==> config.mk <==
export PLATFORM = sky130hd
export DESIGN_NAME = fadd_result_collect
export DESIGN_NICKNAME = d
export VERILOG_FILES = /design/src/rtl/fadd_result_collect.sv
export SDC_FILE = /design/constraint.sdc
export NUM_CORES = 1
export LEC_CHECK = 0
export CAP_MARGIN = 15
export CORE_ASPECT_RATIO = 1.4
export CORE_MARGIN = 5
export CORE_UTILIZATION = 25
export DETAILED_ROUTE_END_ITERATION = 8
export DONT_BUFFER_PORTS = 1
export HOLD_SLACK_MARGIN = 0.02
export PLACE_DENSITY_LB_ADDON = 0.3
export SKIP_CTS_REPAIR_TIMING = 1
export SYNTH_ARGS = -nofsm -noshare
export SYNTH_HDL_FRONTEND = slang
export SYNTH_SLANG_ARGS = --single-unit
==> constraint.sdc <==
create_clock -name clock -period 6.17 [get_ports clock]
set_clock_uncertainty 0.05 [all_clocks]
set_input_delay 1.234 -clock clock [delete_from_list [all_inputs] [get_ports clock]]
set_output_delay 1.234 -clock clock [all_outputs]
set_load 0.02 [all_outputs]
==> src/rtl/fadd_result_collect.sv <==
// Collects fadd results on each sum_ready rising edge, classifies them and buffers them in a FWFT FIFO.
// Optional macro FADD_COLLECT_CNT_EN adds a saturating push counter on res_count.
module fadd_result_collect #(
    parameter int N      = 16,
    parameter int EXP_HI = 14,
    parameter int MAN_HI = 6,
    parameter int DEPTH  = 4
) (
    input  logic         clock,
    input  logic         nreset,
    input  logic [N-1:0] sum_in,
    input  logic         sum_ready,
    output logic [N-1:0] out_data,
    output logic [2:0]   out_class,
    output logic         out_valid,
    input  logic         out_ready,
    input  logic         clear_flags,
    output logic         nan_seen,
    output logic         inf_seen,
    output logic         zero_seen,
    output logic         ovf
`ifdef FADD_COLLECT_CNT_EN
    ,
    output logic [7:0]   res_count
`endif
);
    // Handshake: the head entry transfers on any rising clock edge where
    // out_valid and out_ready are both 1; out_data/out_class hold until then.

    localparam int AW = $clog2(DEPTH);

    localparam logic [2:0] CLS_ZERO = 3'd0;
    localparam logic [2:0] CLS_SUBN = 3'd1;
    localparam logic [2:0] CLS_NORM = 3'd2;
    localparam logic [2:0] CLS_INF  = 3'd3;
    localparam logic [2:0] CLS_NAN  = 3'd4;

    function automatic logic [2:0] classify(input logic [N-1:0] d);
        logic [EXP_HI-MAN_HI-1:0] e;
        logic [MAN_HI:0]          m;
        e        = d[EXP_HI:MAN_HI+1];
        m        = d[MAN_HI:0];
        classify = CLS_NORM;
        if (d[N-2:0] == '0)
            classify = CLS_ZERO;
        else if (&e)
            classify = (m == '0) ? CLS_INF : CLS_NAN;
        else if (e == '0)
            classify = CLS_SUBN;
    endfunction

    logic            r_rdy_q;
    logic [AW:0]     r_wp;
    logic [AW:0]     r_rp;
    logic [N-1:0]    r_mem_data  [DEPTH];
    logic [2:0]      r_mem_class [DEPTH];
    logic            r_nan;
    logic            r_inf;
    logic            r_zero;
    logic            r_ovf;

    logic            w_capture;
    logic [2:0]      w_class;
    logic            w_empty;
    logic            w_full;
    logic            w_pop;
    logic            w_push;

    assign w_capture = sum_ready & ~r_rdy_q;
    assign w_class   = classify(sum_in);
    assign w_empty   = (r_wp == r_rp);
    assign w_full    = (r_wp[AW] != r_rp[AW]) && (r_wp[AW-1:0] == r_rp[AW-1:0]);
    assign w_pop     = out_valid & out_ready;
    // A pop in the same cycle frees the slot, so a full FIFO still accepts.
    assign w_push    = w_capture & (~w_full | w_pop);

    assign out_valid = ~w_empty;
    assign out_data  = w_empty ? '0 : r_mem_data[r_rp[AW-1:0]];
    assign out_class = w_empty ? CLS_ZERO : r_mem_class[r_rp[AW-1:0]];
    assign nan_seen  = r_nan;
    assign inf_seen  = r_inf;
    assign zero_seen = r_zero;
    assign ovf       = r_ovf;

    always_ff @(posedge clock or negedge nreset) begin
        if (!nreset) begin
            r_rdy_q <= 1'b1;
            r_wp    <= '0;
            r_rp    <= '0;
        end else begin
            r_rdy_q <= sum_ready;
            if (w_push)
                r_wp <= r_wp + 1'b1;
            if (w_pop)
                r_rp <= r_rp + 1'b1;
        end
    end

    // Storage needs no reset: the empty flag masks stale contents.
    always_ff @(posedge clock) begin
        if (w_push) begin
            r_mem_data[r_wp[AW-1:0]]  <= sum_in;
            r_mem_class[r_wp[AW-1:0]] <= w_class;
        end
    end

    always_ff @(posedge clock or negedge nreset) begin
        if (!nreset) begin
            r_nan  <= 1'b0;
            r_inf  <= 1'b0;
            r_zero <= 1'b0;
            r_ovf  <= 1'b0;
        end else begin
            r_nan  <= (r_nan  & ~clear_flags) | (w_capture && w_class == CLS_NAN);
            r_inf  <= (r_inf  & ~clear_flags) | (w_capture && w_class == CLS_INF);
            r_zero <= (r_zero & ~clear_flags) | (w_capture && w_class == CLS_ZERO);
            r_ovf  <= (r_ovf  & ~clear_flags) | (w_capture & ~w_push);
        end
    end

`ifdef FADD_COLLECT_CNT_EN
    logic [7:0] r_cnt;

    always_ff @(posedge clock or negedge nreset) begin
        if (!nreset) begin
            r_cnt <= 8'd0;
        end else if (clear_flags) begin
            r_cnt <= w_push ? 8'd1 : 8'd0;
        end else if (w_push && r_cnt != 8'hFF) begin
            r_cnt <= r_cnt + 8'd1;
        end
    end

    assign res_count = r_cnt;
`endif

endmodule

## Word-level counts from Yosys, hierarchy flattened

Memory sizes are Yosys's and may differ from the RTL's.
Cells that the tools add are included.

- Reductions and logical operators: 9
- Shifts and indexed selects: 0
- Magnitude comparators: 0
- Bitwise gates (word level): 18
- Mux-type cells: 8
- Divide/modulo/power cells: 0
- Multiply operators: 0
- $add $sub $neg: 2
- Equality and inequality tests: 5

Operators with widths:

| cell | number |
|---|---|
| two-way mux 16 bit | 1 |
| logical NOT 15 bit | 1 |
| two-way mux 3 bit | 4 |
| bitwise AND 1 bit | 8 |
| logical NOT 8 bit | 1 |
| AND reduction 8 bit | 1 |
| logical NOT 7 bit | 1 |
| adder 3 x 1 -> 3 bit (second input constant) | 2 |
| inverter 1 bit | 5 |
| OR 1 bit | 5 |
| logical AND 1 bit | 4 |
| equality test 3 x 2 -> 1 bit (second input constant) | 1 |
| equality test 3 bit | 1 |
| equality test 3 bit (second input constant) | 1 |
| logical NOT 3 bit | 1 |
| equality test 2 bit | 1 |
| two-way mux 1 bit | 2 |
| two-way mux 2 bit | 1 |
| inequality test 1 bit | 1 |

- Bits of input ports: 21
- Output and inout port bits: 24
- Bits in latches: 0
- Logic and storage cells: 51
- ROM bits: 0
- Memory bits (writable): 76
- Register bits after elaboration: 11
- Memories kept: 2

Memories:

| name | depth | width | rd ports | clocked after memory_dff | write ports | RTL line | source |
|---|---|---|---|---|---|---|---|
| r_mem_data | 4 | 16 | 1 | 0 | 1 | 55 | `logic [N-1:0] r_mem_data [DEPTH];` |
| r_mem_class | 4 | 3 | 1 | 0 | 1 | 56 | `logic [2:0] r_mem_class [DEPTH];` |

## Depth between registers and ports, before layout

Gate-level depths: netlist of the first run.

- Depth after elaboration: 8
- Gate-level depth with buffers: 5
- Mapped depth without buffers: 4

## Least setup slack after synthesis of the first run

OpenSTA, ideal clock, no wires.

- Path type: input-to-reg
- From: input sum_ready
- To: memory r_mem_class[3][0], enable pin
- Setup slack: 2863 ps
- Arrival time: 2838 ps
- Setup time: 419 ps
- Data required time: 5701 ps
- Path buffers: 1
- Stages: 3
- Cell sequence: nand2b_1 > buf_1 > nor3_1

- Longest elaborated chain between the ends: 4

Ends and longest elaborated chain:

| what | RTL line | source |
|---|---|---|
| from (decl) | 12 | `input logic sum_ready,` |
| bitwise AND 1 bit | 69 | `assign w_capture = sum_ready & ~r_rdy_q;` |
| bitwise AND 1 bit | 75 | `assign w_push = w_capture & (~w_full \| w_pop);` |
| two-way mux 1 bit | 101 | `if (w_push) begin` |
| two-way mux 1 bit (implied by the code) | 103 | `r_mem_class[r_wp[AW-1:0]] <= w_class;` |
| to (decl) | 56 |  |

No other way between the ends.

## Final worst setup path of the first run

- From: register r_wp[1]
- To: output out_data[2]

- Longest elaborated chain between the ends: 2

Ends and longest elaborated chain:

| what | RTL line | source |
|---|---|---|
| from (decl) | 53 | `logic [AW:0] r_wp;` |
| from (signal assigned) | 93 | `r_wp <= r_wp + 1'b1;` |
| equality test 3 bit | 71 | `assign w_empty = (r_wp == r_rp);` |
| two-way mux 16 bit | 78 | `assign out_data = w_empty ? '0 : r_mem_data[r_rp[AW-1:0]];` |
| to (decl) | 13 | `output logic [N-1:0] out_data,` |

No other way between the ends.

==> summary.txt, run 1 <==
STA
  • FMAX: approximately 290 MHz
  • Worst-Margin Slew: 1080 ps
  • Tmin final: between 3000 and 4000 ps
  • Number of setup violations in the final report: 0
  • RSZ-0062 raised after global routing: false
  • Max_slew headroom: 28.3%
  • Hold Violations, Final: 0
  • Final setup TNS: 0 ps
  • Period utilization: a little under three fifths
  • Count of final max-slew check failures: 0
  • Hold slack: 502 ps

Power
  • Cell Int Power: 1.32 mW
  • Comb power frac: 33.7%
  • Pwr/cell area: 489 nW/um^2
  • Static leakage: ~1.3 nW
  • P_sw: just under 700 uW
  • Part of the power in the clock network: 28.4%
  • Peak supply drop: 0.144 mV
  • Register share of total power: 37.9%
  • Power, Total: around 2.0 mW
  • Switching Share: 34.4%

GRT
  • Largest net degree at the start of global routing: 23
  • Global-route wire length before repair: between 10 and 15 mm
  • Total GRT Usage: 8.96%
  • Congestion Overflow GR: 0
  • Initial antenna violation count: 0
  • Vias in the first global route: approximately 1900

Finish
  • Area grow syn2layout: 14.7%
  • Share of cells above drive strength 1: 22.4%
  • Register area: 2560 um^2
  • Final nets: 223
  • Final Util: 29.4%
  • Non-filler instance count after layout: 386
  • Filler cells: 1360
  • Diode count: 0
  • Multi-input gate area in the final layout: 945 um^2

Die
  • Ports: 45
  • Die ar.: 16900 um^2
  • Chip height: 152 um
  • Initial Util: about 26%
  • Core area: 14000 um^2
  • FP Rows: between 50 and 60
  • Die width: 111 um

Clock network
  • Worst-Skew Late Latency: 330 ps
  • H-Tree Depth: 3
  • CTS tree: done
  • Num CTS Buffers: 9
  • Clk sinks: 87
  • CTS Buffer Depth: 2
  • Clock Pin Slew Worst Setup and Hold Paths: 60 ps
  • Clk root buf: clkbuf_16

Place
  • PortBufs: 0
  • Inst Count DP: 371
  • Hpwl dp: 4.70 mm
  • GPL Wtd Cong: 0.694

Synthesis
  • Post-Syn Area: 3580 um^2
  • Cell taking the most area after synthesis: edfxtp_1
  • Area fraction of the dominant cell type after synthesis: between 60 and 70%
  • Synth area leaders: edfxtp_1 64%, mux4_2 12%, dfrtp_1 7.0%
  • Sequential share of the synthesized area: between 70% and 80%
  • Syn Area/Cell: about 19 um^2
  • Syn nets: 216
  • Post-synthesis async set-or-reset flop share: 12.6%
  • Post-synth EDFFs: 76
  • Synth top cells by count: 76 x edfxtp_1, 19 x mux4_2, 19 x nor2b_1, 10 x dfrtp_1, 9 x inv_1
  • Gate Count Post-Synth: 190
  • Ys flop type: edfxtp_1
  • Synth unique cells: 35
  • Top-count cell post-synth: edfxtp_1
  • Flops & latches, synth: 87
  • Yosys Warn Count: 0

Detailed routing
  • Drt total wl: approximately 7.2 mm
  • Via count: 1678
  • DRC errors left: 0
  • Antenna viol nets, final: 0
  • Vias per cell: between 4 and 5
  • WL/cell: 18.7 um
  • DR pass1 iterations: 4
  • Drt initial violations: 74

Setup path
  • Critical path, cell by cell: xor2_1 > nor3_2 > buf_4 > nor2b_1
  • WS Path Type: flip-flop to primary output
  • Delay of the slowest critical-path stage: 730 ps
  • Crit Path Max Fanout: 11
  • Worst path required time: 4890 ps
  • Worst setup SP type: flip-flop
  • Worst setup EP type: primary output
  • CP max-delay cell: nor3_2
  • Arr. time, crit path: around 2200 ps

Min path
  • Worst min path class: flip-flop to flip-flop

Outcome
  • Outcome: finished clean

Job
  • Max cap viols: 0
registers in the layout, indices dropped and copies added, names as in the netlist:
signal and flops:
r_wp 3, r_rdy_q 1, r_mem_data 64, nan_seen 1
r_rp 3, zero_seen 1, ovf 1, r_mem_class 12
inf_seen 1
worst max-delay path: cells and delay by family (launching register included):
family,cells,cell delay [ps]
XOR/XNOR,1,220
buffers and inverters,1,310
flip-flops,1,450
AND/OR/NAND/NOR,2,870
per-stage QoR:
step / area [um^2] / worst slack [ps]
after floorplan: 3580 / 2860
after global placement: 3800 / 2990
after detailed placement: 3800 / 2970
after CTS: 4110 / 2610
after global routing: 4110 / 2400
final: 4110 / 2700
cell type report:
type                       count  share of cell area, %
clock buffer                  10                   5.57
clock inverter                 5                   2.01
inverter                       9                  0.822
multi-input combinational     86                   23.0
sequential                    87                   62.3
tap                          185                   5.63
timing repair buffer           4                  0.731
metal layers:
metal  vias up  routed length [um]  GRT usage (%)
met1       881                2780           9.23
met2        31                3830           16.2
met3        10                 454           3.14
met4         0                 157           4.38
met5         -                   0              0
li1        756                   -              -
final timing paths:
| check | end | cells after the start | slack (ps) | start |
|---|---|---|---|---|
| setup reg to reg | r_mem_data[0][5]$_DFFE_PP_ | 4 | 3540 | r_rp[0]$_DFFE_PN0P_ |
| hold / removal | r_rp[2]$_DFFE_PN0P_ | 1 | 500 | r_rp[2]$_DFFE_PN0P_ |
| max in group asynchronous | r_rdy_q$_DFF_PN1_ | 0 | 5360 | nreset |
| setup / recovery | out_data[2] | 4 | 2700 | r_wp[1]$_DFFE_PN0P_ |
| min in group asynchronous | r_rp[2]$_DFFE_PN0P_ | 0 | 540 | nreset |
| hold reg to reg | r_rp[2]$_DFFE_PN0P_ | 1 | 500 | r_rp[2]$_DFFE_PN0P_ |
cells in the final DEF (no fill, tap or decap), types with 2 or more instances in the layout:
cell,count
edfxtp_1,76
mux4_2,19
nor2b_1,19
dfrtp_1,10
inv_1,9
clkbuf_16,9
xnor2_1,5
ha_1,5
and2_1,4
buf_4,4
nor4_1,3
nand4_1,3
o32ai_1,3
nand2_1,2
xor2_1,2
nor3_2,2
nand2b_1,2
mux2_2,2
bufinv_16,2
cell families (layout without fill, tap and decap cells):
family | Yosys count | count (layout) | synth area share [%]
compound gates | 10 | 10 | 2.41
xor+xnor | 8 | 8 | 2.16
fa+ha+maj | 5 | 5 | 1.75
buf+inv | 17 | 28 | 2.51
flops | 87 | 87 | 71.4
mux | 22 | 22 | 12.8
simple gates | 41 | 41 | 6.91
power groups by stage:
stage	Clock, mW	Combinational [mW]	Sequential (mW)
after detailed placement	0	0.704	0.776
after global placement	0	0.699	0.774
after CTS	0.581	0.704	0.764
after global routing	0.599	0.748	0.770
final	0.570	0.677	0.762
after floorplan	0	0.579	0.766
No activity file was read; power rests on OpenSTA's default activity.
==> run 2: changes to the inputs <==
- clock period: 6.17 -> 2.9 ns (I/O delays scaled with it)
==> run 2 against run 1 <==
  * Sequential cell count unchanged
  * Clock power increased by 100%
  * Setup slack lost 2400 ps
  * Critical path type unchanged
  * Critical endpoint is now out_class[1]
  * Cell area is 3.8% higher
  * Register-to-register slack got worse by 2700 ps
  * Utilization grew 1.1 points
  * Largest cell class unchanged
  * Power up 120%
==> summary.txt, run 2 (same netlist as run 1, synthesis figures left out) <==
Die
  • FP Rows: 51
  • Ports: 45
  • Core area: 14000 um^2
  • Chip height: 152 um
  • Die ar.: ~17000 um^2
  • Initial Util: approximately a quarter
  • Die width: 111 um

Clock network
  • Worst-Skew Late Latency: 330 ps
  • CTS Buffer Depth: 2
  • CTS tree: done
  • Clk sinks: 87
  • Num CTS Buffers: 9
  • Clk root buf: clkbuf_16
  • Clock Pin Slew Worst Setup and Hold Paths: 60 ps
  • H-Tree Depth: 3

GRT
  • Total GRT Usage: 9.18%
  • Largest net degree at the start of global routing: 20
  • Vias in the first global route: roughly 1800
  • Global-route wire length before repair: about 11 mm
  • Congestion Overflow GR: 0
  • Initial antenna violation count: 1

Detailed routing
  • Via count: roughly 1800
  • Drt initial violations: just under 90
  • Vias per cell: about 4.3
  • Drt total wl: 7.52 mm
  • WL/cell: 18.4 um
  • Antenna viol nets, final: 0
  • DR pass1 iterations: 4
  • DRC errors left: 0

Finish
  • Max reg flops: 64
  • Share of cells above drive strength 1: ~30%
  • Commonest non-fill, non-tap cells in the layout: 76 x edfxtp_1, 24 x buf_4, 19 x mux4_2, 19 x nor2b_1, 10 x dfrtp_1
  • Commonest non-fill, non-tap cell in the layout: edfxtp_1
  • Final nets: 244
  • Filler cells: 1358
  • Area grow syn2layout: 19.1%

Job
  • Max cap viols: 0

Place
  • PortBufs: 0
  • GPL Wtd Cong: between 0.7 and 0.8

Power
  • Static leakage: 1.42 nW
  • Pwr/cell area: 1050 nW/um^2
  • Switching Share: 34.2%
  • Power, Total: 4.48 mW
  • Comb power frac: 37.8%
  • Register share of total power: 36.3%
  • Cell Int Power: 2.94 mW
  • Peak supply drop: 0.323 mV
  • P_sw: 1.53 mW
  • Part of the power in the clock network: between 20% and 30%

STA
  • Worst-Margin Slew: 557 ps
  • Period utilization: 89.0%
  • RSZ-0062 raised after global routing: false
  • Count of final max-slew check failures: 0
  • Final setup TNS: 0 ps
  • Number of setup violations in the final report: 0
  • Max_slew headroom: 62.8%
  • FMAX: 387 MHz
  • Hold Violations, Final: 0
  • Tmin final: 2580 ps

Outcome
  • Outcome: finished clean

Setup path
  • WS Path Type: flip-flop to primary output
  • Reg-to-reg setup timing slack: 850 ps
  • CP max-delay cell: nor2b_1
  • Worst setup SP type: flip-flop
  • Critical path, cell by cell: buf_4 > xor2_1 > nor3_2 > buf_4 > nor2b_1
  • Most frequent CP cell: buf_4
  • Delay of the slowest critical-path stage: 380 ps
  • Crit Path Max Fanout: 16
  • Worst path required time: 2270 ps
  • Arr. time, crit path: 1950 ps
  • Worst setup EP type: primary output

Min path
  • Worst min path class: input pin to flip-flop
## run 2: cell types whose count changed in the layout (fill, tap and decap cells not counted), sizes merged
cell | before | now
buf | 4 | 24
bufinv | 2 | 1
clkinvlp | 0 | 2
diode | 0 | 1
dlygate4sd3 | 0 | 1
## run 2: per-layer routing
layer	track usage [%]	vias to the layer above	share of wire, %
met4	4.20	0	1.7
met1	10.2	927	39
met3	3.50	8	6.0
met5	0	-	0
met2	15.7	32	53
li1	-	805	-
## run 2: final timing paths
path | startpoint | end | cells after the start
worst max-delay path | r_rp[0]$_DFFE_PN0P_ | out_class[1] | 5
worst min-delay path | sum_ready | r_rdy_q$_DFF_PN1_ | 0
worst max register to register | r_rp[0]$_DFFE_PN0P_ | r_mem_data[1][0]$_DFFE_PP_ | 5
worst min register to register | r_rp[2]$_DFFE_PN0P_ | r_rp[2]$_DFFE_PN0P_ | 1
max in group asynchronous | nreset | r_rdy_q$_DFF_PN1_ | 1
min in group asynchronous | nreset | r_rp[2]$_DFFE_PN0P_ | 1
## run 2: critical path, delay by kind of cell, from the launching register on
family | cells | cell delay (ps)
xor gates and xnor gates | 1 | 280
buffers and inverters | 2 | 520
DFF | 1 | 340
and+or+nand+nor | 2 | 460
## run 2: metrics by stage
step           instances  worst slack (ps)  utilization [%]  hold WS [ps]  area [um^2]
4_1_cts              407               241             30.5          -133         4260
2_1_floorplan        190               217                -           234         3580
6_report             409               319             30.5           193         4270
5_1_grt              409               143             30.5           168         4270
3_5_place_dp         391               615             28.3           235         3950
3_3_place_gp         391               660             28.3           235         3950
## run 2: area by class of cell
type	count	area, um^2	area share, %
antenna	1	2.50	0.0586
clock buffer	10	239	5.60
clock inverter	6	67.6	1.58
inverter	9	33.8	0.792
multi-input combinational	86	945	22.1
sequential	87	2560	60.0
tap	185	231	5.42
timing repair buffer	25	190	4.46
## run 2: power by group through the flow
stage / clock network (mW) / logic, mW / registers [mW]
2_1_floorplan: 0 / 1.23 / 1.63
3_3_place_gp: 0 / 1.72 / 1.65
3_5_place_dp: 0 / 1.74 / 1.65
4_1_cts: 1.20 / 1.75 / 1.63
5_1_grt: 1.25 / 1.84 / 1.64
6_report: 1.16 / 1.69 / 1.62
